### src/rtl/cond_qualifier_pkg.sv
// Shared types and constants for the condition qualifier.
package cond_qualifier_pkg;

  typedef enum logic [1:0] {
    IDLE = 2'd0,
    QUAL = 2'd1,
    REQ  = 2'd2,
    ACKD = 2'd3
  } state_t;

  localparam int unsigned OP_AND = 0;
  localparam int unsigned OP_OR  = 1;

endpackage

### src/rtl/cond_reduce.sv
// Masked AND/OR reduction of the registered condition inputs.
module cond_reduce
  import cond_qualifier_pkg::*;
#(
  parameter int unsigned N_IN    = 4,
  parameter int unsigned OP_MODE = OP_AND
) (
  input  logic [N_IN-1:0] din_q,
  input  logic [N_IN-1:0] mask_q,
  output logic            raw
);

  generate
    if (OP_MODE == OP_OR) begin : g_or
      always_comb raw = |(din_q & ~mask_q);
    end else begin : g_and
      // Masked bits read as 1 for the AND; a fully masked vector must still yield 0.
      always_comb raw = (&(din_q | mask_q)) & ~(&mask_q);
    end
  endgenerate

endmodule

### src/rtl/cond_qualifier.sv
// Qualifies a masked condition for STABLE_CYC cycles, then runs a req/ack handshake.
module cond_qualifier
  import cond_qualifier_pkg::*;
#(
  parameter int unsigned N_IN       = 4,
  parameter int unsigned OP_MODE    = OP_AND,
  parameter int unsigned STABLE_CYC = 2
) (
  input  logic            clk,
  input  logic            rst_n,
  input  logic            en,
  input  logic [N_IN-1:0] din,
  input  logic [N_IN-1:0] mask,
  input  logic            ack,
  output logic            dout,
  output logic            req,
  output logic            busy,
  output logic [7:0]      abort_cnt
);

  localparam int unsigned    CW   = $clog2(STABLE_CYC + 1);
  // Terminal count compared against cnt, equivalent to cnt+1 == STABLE_CYC.
  localparam logic [CW-1:0]  LAST = CW'(STABLE_CYC - 1);

  state_t          state, state_n;
  logic [CW-1:0]   cnt, cnt_n;
  logic [N_IN-1:0] din_q, mask_q;
  logic            raw;
  logic            abort_inc;

  cond_reduce #(
    .N_IN    (N_IN),
    .OP_MODE (OP_MODE)
  ) u_reduce (
    .din_q  (din_q),
    .mask_q (mask_q),
    .raw    (raw)
  );

  always_comb begin
    state_n   = state;
    cnt_n     = cnt;
    abort_inc = 1'b0;
    if (!en) begin
      state_n = IDLE;
      cnt_n   = '0;
    end else begin
      case (state)
        IDLE: begin
          if (raw) begin
            if (STABLE_CYC == 1) begin
              state_n = REQ;
              cnt_n   = '0;
            end else begin
              state_n = QUAL;
              cnt_n   = CW'(1);
            end
          end
        end
        QUAL: begin
          if (!raw) begin
            state_n   = IDLE;
            cnt_n     = '0;
            abort_inc = 1'b1;
          end else if (cnt == LAST) begin
            state_n = REQ;
            cnt_n   = '0;
          end else begin
            cnt_n = cnt + CW'(1);
          end
        end
        REQ: begin
          // An ack coinciding with a dropped condition is honoured, not counted as an abort.
          if (ack) begin
            state_n = raw ? ACKD : IDLE;
          end else if (!raw) begin
            state_n   = IDLE;
            abort_inc = 1'b1;
          end
        end
        ACKD: begin
          if (!raw) state_n = IDLE;
        end
        default: begin
          state_n = IDLE;
          cnt_n   = '0;
        end
      endcase
    end
  end

  always_ff @(posedge clk or negedge rst_n) begin
    if (!rst_n) begin
      state     <= IDLE;
      cnt       <= '0;
      din_q     <= '0;
      mask_q    <= '1;
      abort_cnt <= '0;
    end else begin
      state  <= state_n;
      cnt    <= cnt_n;
      din_q  <= din;
      mask_q <= mask;
      if (abort_inc && (abort_cnt != '1)) abort_cnt <= abort_cnt + 8'd1;
    end
  end

  always_comb begin
    dout = (state == REQ) || (state == ACKD);
    req  = (state == REQ);
    busy = (state != IDLE);
  end

endmodule

### config.mk
export PLATFORM = sky130hd
export DESIGN_NAME = cond_qualifier
export DESIGN_NICKNAME = d
export VERILOG_FILES = /design/src/rtl/cond_qualifier_pkg.sv /design/src/rtl/cond_reduce.sv /design/src/rtl/cond_qualifier.sv
export SDC_FILE = /design/constraint.sdc
export NUM_CORES = 1
export LEC_CHECK = 0
export ABC_CLOCK_PERIOD_IN_PS = 1800
export BUFFER_PORTS_ARGS = -buffer_cell sky130_fd_sc_hd__buf_2
export CAP_MARGIN = 30
export CORE_ASPECT_RATIO = 0.9
export CORE_MARGIN = 2
export CORE_UTILIZATION = 47
export CTS_CLUSTER_SIZE = 30
export DETAILED_ROUTE_END_ITERATION = 16
export PLACE_DENSITY = 0.73
export SETUP_SLACK_MARGIN = 0.2
export SYNTH_ARGS = -nofsm -noshare
export SYNTH_HDL_FRONTEND = slang
export SYNTH_SLANG_ARGS = --single-unit
### constraint.sdc
create_clock -name clk -period 1.8 [get_ports clk]
set_clock_uncertainty 0.15 [all_clocks]
set_input_delay 0.18 -clock clk [delete_from_list [all_inputs] [get_ports clk]]
set_output_delay 0.18 -clock clk [all_outputs]
set_load 0.03 [all_outputs]
Word-level counts from Yosys, hierarchy flattened
Cells that the tools add are included.
{"block": "totals", "out_inout_bits": 11, "regBits": 20, "elab_cells": 42}
{"block": "classes", "bitwise": 3, "n_addsub": 2, "eq_ne": 8, "muxes": 16, "n_reduce_logical": 8}
{"op": "$mux 2", "count": 10}
{"op": "$add 8x1->8 const B", "count": 1}
{"op": "$ne 8x8->1 const B", "count": 1}
{"op": "$pmux 2 s4", "count": 1}
{"op": "$reduce_and 4->1", "count": 2}
{"op": "$eq 2x1->1 const B", "count": 2}
{"op": "$eq 2x2->1 const B", "count": 2}
{"op": "$ne 4x4->1 const B", "count": 1}
{"op": "$or 4x4->4", "count": 1}
{"op": "$pmux 2 s2", "count": 1}
{"op": "$reduce_and 2->1", "count": 2}
{"op": "$mux 1", "count": 3}
{"op": "$ne 3x1->1 const B", "count": 1}
{"op": "$ne 3x3->1 const B", "count": 1}
{"op": "$add 2x1->2 const B", "count": 1}
{"op": "$logic_not 2->1", "count": 1}
{"op": "$pmux 1 s2", "count": 1}
{"op": "$reduce_bool 2->1", "count": 1}
{"op": "$and 1x1->1", "count": 1}
{"op": "$logic_and 1x1->1", "count": 1}
{"op": "$logic_or 1x1->1", "count": 1}
{"op": "$not 1->1", "count": 1}

Logic depth before layout (Yosys ltp)
{"block": "depth", "ltp_word": 8, "mapped_depth": 6}

Modules after synthesis
From an unflattened synthesis, not the netlist that was laid out.
{"block": "hier_totals", "cells_unflattened": 89, "hier_area_um2": 978.4}
{"module": "cond_qualifier", "instances": 1, "cells_each": 85, "area_each_um2": 947.2}
{"module": "cond_reduce", "instances": 1, "cells_each": 4, "area_each_um2": 31.3}

Worst setup path after synthesis
Ideal clock, no wire load.
{"block": "synth_path", "kind": "register to register", "startpoint": "register state[0]", "endpoint": "register abort_cnt[1]", "setup_time_ns": 0.125, "t_arrival_ns": 1.823, "n_path_buf": 0, "synth_period_minus_slack_ns": 2.098, "path_stages_with_launch": 7, "slack_ns": -0.298, "path_cell_list": "dfrtp_1 > inv_1 > ha_1 > nor2b_1 > o211ai_4 > nor3_4 > mux2_4"}
{"block": "synth_via", "elab_chain_len": 4, "word_cells_on_any_way": 5, "classes_between": "eq/ne: 2; mux: 2; reduce/logical: 1"}
{"item": "start: declaration", "line": "cond_qualifier.sv:25", "source": "state_t state, state_n;"}
{"item": "start signal: assignment", "line": "cond_qualifier.sv:100", "source": "state <= state_n;"}
{"item": "$eq 2x2->1"}
{"item": "net req", "line": "cond_qualifier.sv:16", "source": "output logic req,"}
{"item": "$pmux 1 s2", "line": "cond_qualifier.sv:48", "source": "case (state)"}
{"item": "$mux 1", "line": "cond_qualifier.sv:44", "source": "if (!en) begin"}
{"item": "$logic_and 1x1->1", "line": "cond_qualifier.sv:104", "source": "if (abort_inc && (abort_cnt != '1)) abort_cnt <= abort_cnt + 8'd1;"}
{"item": "end signal: assignment", "line": "cond_qualifier.sv:104"}
{"item": "end: declaration", "line": "cond_qualifier.sv:18", "source": "output logic [7:0] abort_cnt"}
The timed path passes the listed nets, and every way through them passes these cells.
A chain may end at the register's enable or synchronous reset.

Worst setup path after layout
{"block": "layout_path", "startpoint": "register state[0]", "endpoint": "register abort_cnt[7]"}
{"block": "layout_via", "elab_chain_len": 4, "word_cells_on_any_way": 5, "classes_between": "eq/ne: 2; mux: 2; reduce/logical: 1"}
{"item": "$eq 2x2->1 or $eq 2x1->1 (tied branches)", "line": "cond_qualifier.sv:48"}
{"item": "$pmux 1 s2 *", "line": "cond_qualifier.sv:48"}
{"item": "$mux 1 *", "line": "cond_qualifier.sv:44"}
{"item": "$logic_and 1x1->1 *", "line": "cond_qualifier.sv:104"}
Mark *: on every way between the ends. The rest lies on a longest branch, timed or not.

==> results_tabular.tex <==
\begin{tabular}{lr}
\hline
Metric & Value \\
\hline
\multicolumn{2}{l}{\textbf{Worst setup path}} \\
Cell depth of the worst flop-to-flop path & 7 \\
Capturing element type of the critical path & flop \\
Number of gates on the worst path with buffers counted & 7 \\
CP peak stage delay & 420 ps \\
Total buffers and inverters traversed by the critical path & 2 \\
Critical path type & reg -> reg \\
WP data arrival & 1810 ps \\
Max FO, Critical Path & 7 \\
Critical path's top delay family & flip-flops \\
CP startpoint kind & flop \\
Required time reported for the critical path endpoint & 1830 ps \\
CP max stage cell & dfrtp\_1 \\
Cell chain of the critical path & inv\_2 -> ha\_4 -> nor2b\_4 -> o211ai\_4 -> buf\_4 -> nor4\_4 -> xor2\_1 \\
\multicolumn{2}{l}{\textbf{Clocking}} \\
Clock Sink Count & 20 \\
Clock buffer depth & 2 \\
H-tree levels & 1 \\
Clock Latency Late Sink & 290 ps \\
Inserted Clock Buffers & 3 \\
CTS Root Cell & clkbuf\_4 \\
Clock slew at the register clock pins of the worst setup and hold paths & 120 ps \\
TritonCTS clock tree & done \\
\multicolumn{2}{l}{\textbf{Detailed routing}} \\
DR vias/cell & 5.35 \\
DR DRC count & 0 \\
Number of antenna-violating nets in the routed design & 0 \\
Routed wire length per instance & 13.7 um \\
Post-detailed-routing wire length & 2.14 mm \\
Detailed-router iteration count before antenna repair & 4 \\
Total via count after detailed routing & 835 \\
Number of DRC markers after the initial detailed-route iteration & 8 \\
\multicolumn{2}{l}{\textbf{Global routing}} \\
Global route overflow & 0 \\
Antenna violations before repair & 0 \\
Pin count of the biggest net entering global routing & 21 \\
GRT Util Overall & 0.186 \\
Number of global-route vias before repair & 850 \\
First-pass GRT wire length & 3.62 mm \\
\multicolumn{2}{l}{\textbf{Final layout}} \\
Utilization after layout & 0.696 \\
Inserted Diodes & 0 \\
Layout cells sized above 1 & 0.566 \\
Nets & 147 \\
Area growth from synthesis to layout & 41.4\% \\
\multicolumn{2}{l}{\textbf{Synthesis}} \\
Number of enable-type register cells in the synthesized netlist & 0 \\
Count of unique library cells instantiated by Yosys & 33 \\
Share of synthesized registers carrying an async set or reset & 1.00 \\
Mean post-synth cell area & 12.4 um\^{}2 \\
Top post-synthesis cells by count & dfrtp\_1, xor2\_1 \\
Post-synth net total & 102 \\
Most frequent cell after synthesis & dfrtp\_1 \\
Main area contributors after synthesis & dfrtp\_1, dfstp\_2, ha\_1, xor2\_1, nor4\_2 \\
Synth Register Bits & 20 \\
Sequential area share after synthesis & 0.479 \\
Dominant cell type by area after synthesis & dfrtp\_1 \\
Syn. warnings & 0 \\
Area share of the largest cell type after synthesis & 0.380 \\
Syn Inst Count & 85 \\
Area of the mapped netlist & 1050 um\^{}2 \\
Commonest register cell after synthesis & dfrtp\_1 \\
\multicolumn{2}{l}{\textbf{Outcome}} \\
Outcome & finished, final reports clean \\
\multicolumn{2}{l}{\textbf{Power}} \\
Total power consumption of the routed design & 1.07 mW \\
Relative contribution of combinational cells to total power & 0.286 \\
Power per unit of standard cell area & 718 nW/um\^{}2 \\
Worst vdd ir & 0.668 mV \\
Sequential share of power & 0.508 \\
Net switching power & 356 uW \\
Share of total power consumed by net switching & 0.332 \\
Standby leakage power & 0.678 nW \\
Internal Pwr Total & 715 uW \\
Part of the power in the clock network & 0.206 \\
\multicolumn{2}{l}{\textbf{Floorplanning}} \\
Number of placement rows & 16 \\
\# IOs & 23 \\
Die area & 2640 um\^{}2 \\
Die H & 48.9 um \\
Chip width & 53.9 um \\
Effective utilization at floorplan & 0.492 \\
Core region area & 2140 um\^{}2 \\
\multicolumn{2}{l}{\textbf{Place}} \\
Detailed-placement wirelength estimate & 1.52 mm \\
Port Buffers & 22 \\
Worst setup timing slack at the placement stage & 24.1 ps \\
Routability congestion estimate from global placement & 0.757 \\
\multicolumn{2}{l}{\textbf{Timing}} \\
Maximum operating frequency & 561 MHz \\
Unrepaired setup endpoints after global routing & yes \\
Actual slew at the worst max-slew pin & 440 ps \\
Setup slack of the critical path after layout & 18.4 ps \\
Tightest slew margin relative to the limit & 0.707 \\
Slew Limit Fails & 0 \\
Portion of the clock cycle consumed by the worst path in the final layout & 0.990 \\
Setup Viol. Count Final & 0 \\
Setup\_tns & 0 ps \\
Final Hold Viols & 0 \\
Minimum clock period & 1780 ps \\
\multicolumn{2}{l}{\textbf{Hold path}} \\
Number of stages on the worst hold path & 2 \\
Hold Path Class & in -> reg \\
\multicolumn{2}{l}{\textbf{Job}} \\
Max-cap violations & 0 \\
\hline
\end{tabular}
-- final timing paths --
check                              from      endpoint  slack [ps]
max                            state[0]  abort_cnt[7]          20
min in group asynchronous         rst_n  abort_cnt[7]         200
min                                  en        cnt[0]          70
min reg2reg                abort_cnt[5]  abort_cnt[5]         340
max reg2reg                    state[0]  abort_cnt[7]          20
max in group asynchronous         rst_n     mask_q[3]         960
-- final cells by class --
type,count,area [um^2]
fillers,154,651
multi-input cells,58,606
flip-flops and latches,20,514
repair buffers,42,293
well taps,27,33.8
clock buffers,4,26.3
inverters,5,18.8
-- metrics by stage --
| stage | hold slack, ps | area [um^2] | instances |
|---|---|---|---|
| floorplan | -266 | 1110 | 85 |
| detailed placement | 0.935 | 1270 | 136 |
| global route | 70.8 | 1490 | 156 |
| finish | 66.3 | 1490 | 156 |
| global placement | -6.07 | 1270 | 136 |
| CTS | 59.3 | 1470 | 155 |
-- what timing repair did --
item	in CTS	in global routing
hold endpoints to repair	24	0
endpoints found under the setup margin	14	14
hold buffers	9	0
buffers inserted	6	1
resized for setup	7	3
pin swaps	3	3
-- cells in the final DEF (no fill, tap or decap), drive strengths merged, types with 2 or more instances in the layout --
master / n
dfstp: 4
nor2b: 2
nand4: 2
nor4b: 2
inv: 5
dlygate4sd3: 9
nor2: 5
dfrtp: 16
o22ai: 2
nand3: 4
o211ai: 3
clkbuf: 4
o211a: 2
ha: 5
nor4: 4
xor2: 7
buf: 33
nor3: 3
nand2: 5
-- registers in the layout (all words and copies together) (netlist names) --
name       count
state          2
abort_cnt      8
cnt            2
mask_q         4
din_q          4
-- layer usage --
| layer | routed length [um] | global-route usage |
|---|---|---|
| met5 | 0 | 0 |
| met4 | 35 | 0.0556 |
| met3 | 69 | 0.0460 |
| met2 | 1130 | 0.317 |
| met1 | 908 | 0.226 |
-- cells by family after synthesis --
kind of cell	count (synthesis)	share of synthesized area
AND/OR/NAND/NOR	31	0.234
adder cells (fa/ha/maj)	5	0.0593
multiplexers	1	0.0142
AO/OA/AOI/OAI	14	0.122
flip-flops	20	0.479
XOR/XNOR	7	0.0581
buffers and inverters	7	0.0332
-- power groups by stage --
stage | clock, mW | sequential [mW] | combinational (mW)
3_5_place_dp | 0 | 0.552 | 0.268
2_1_floorplan | 0 | 0.591 | 0.142
4_1_cts | 0.226 | 0.544 | 0.298
6_report | 0.220 | 0.544 | 0.306
3_3_place_gp | 0 | 0.551 | 0.262
5_1_grt | 0.247 | 0.550 | 0.332
Power figures use the tool's default switching activity.
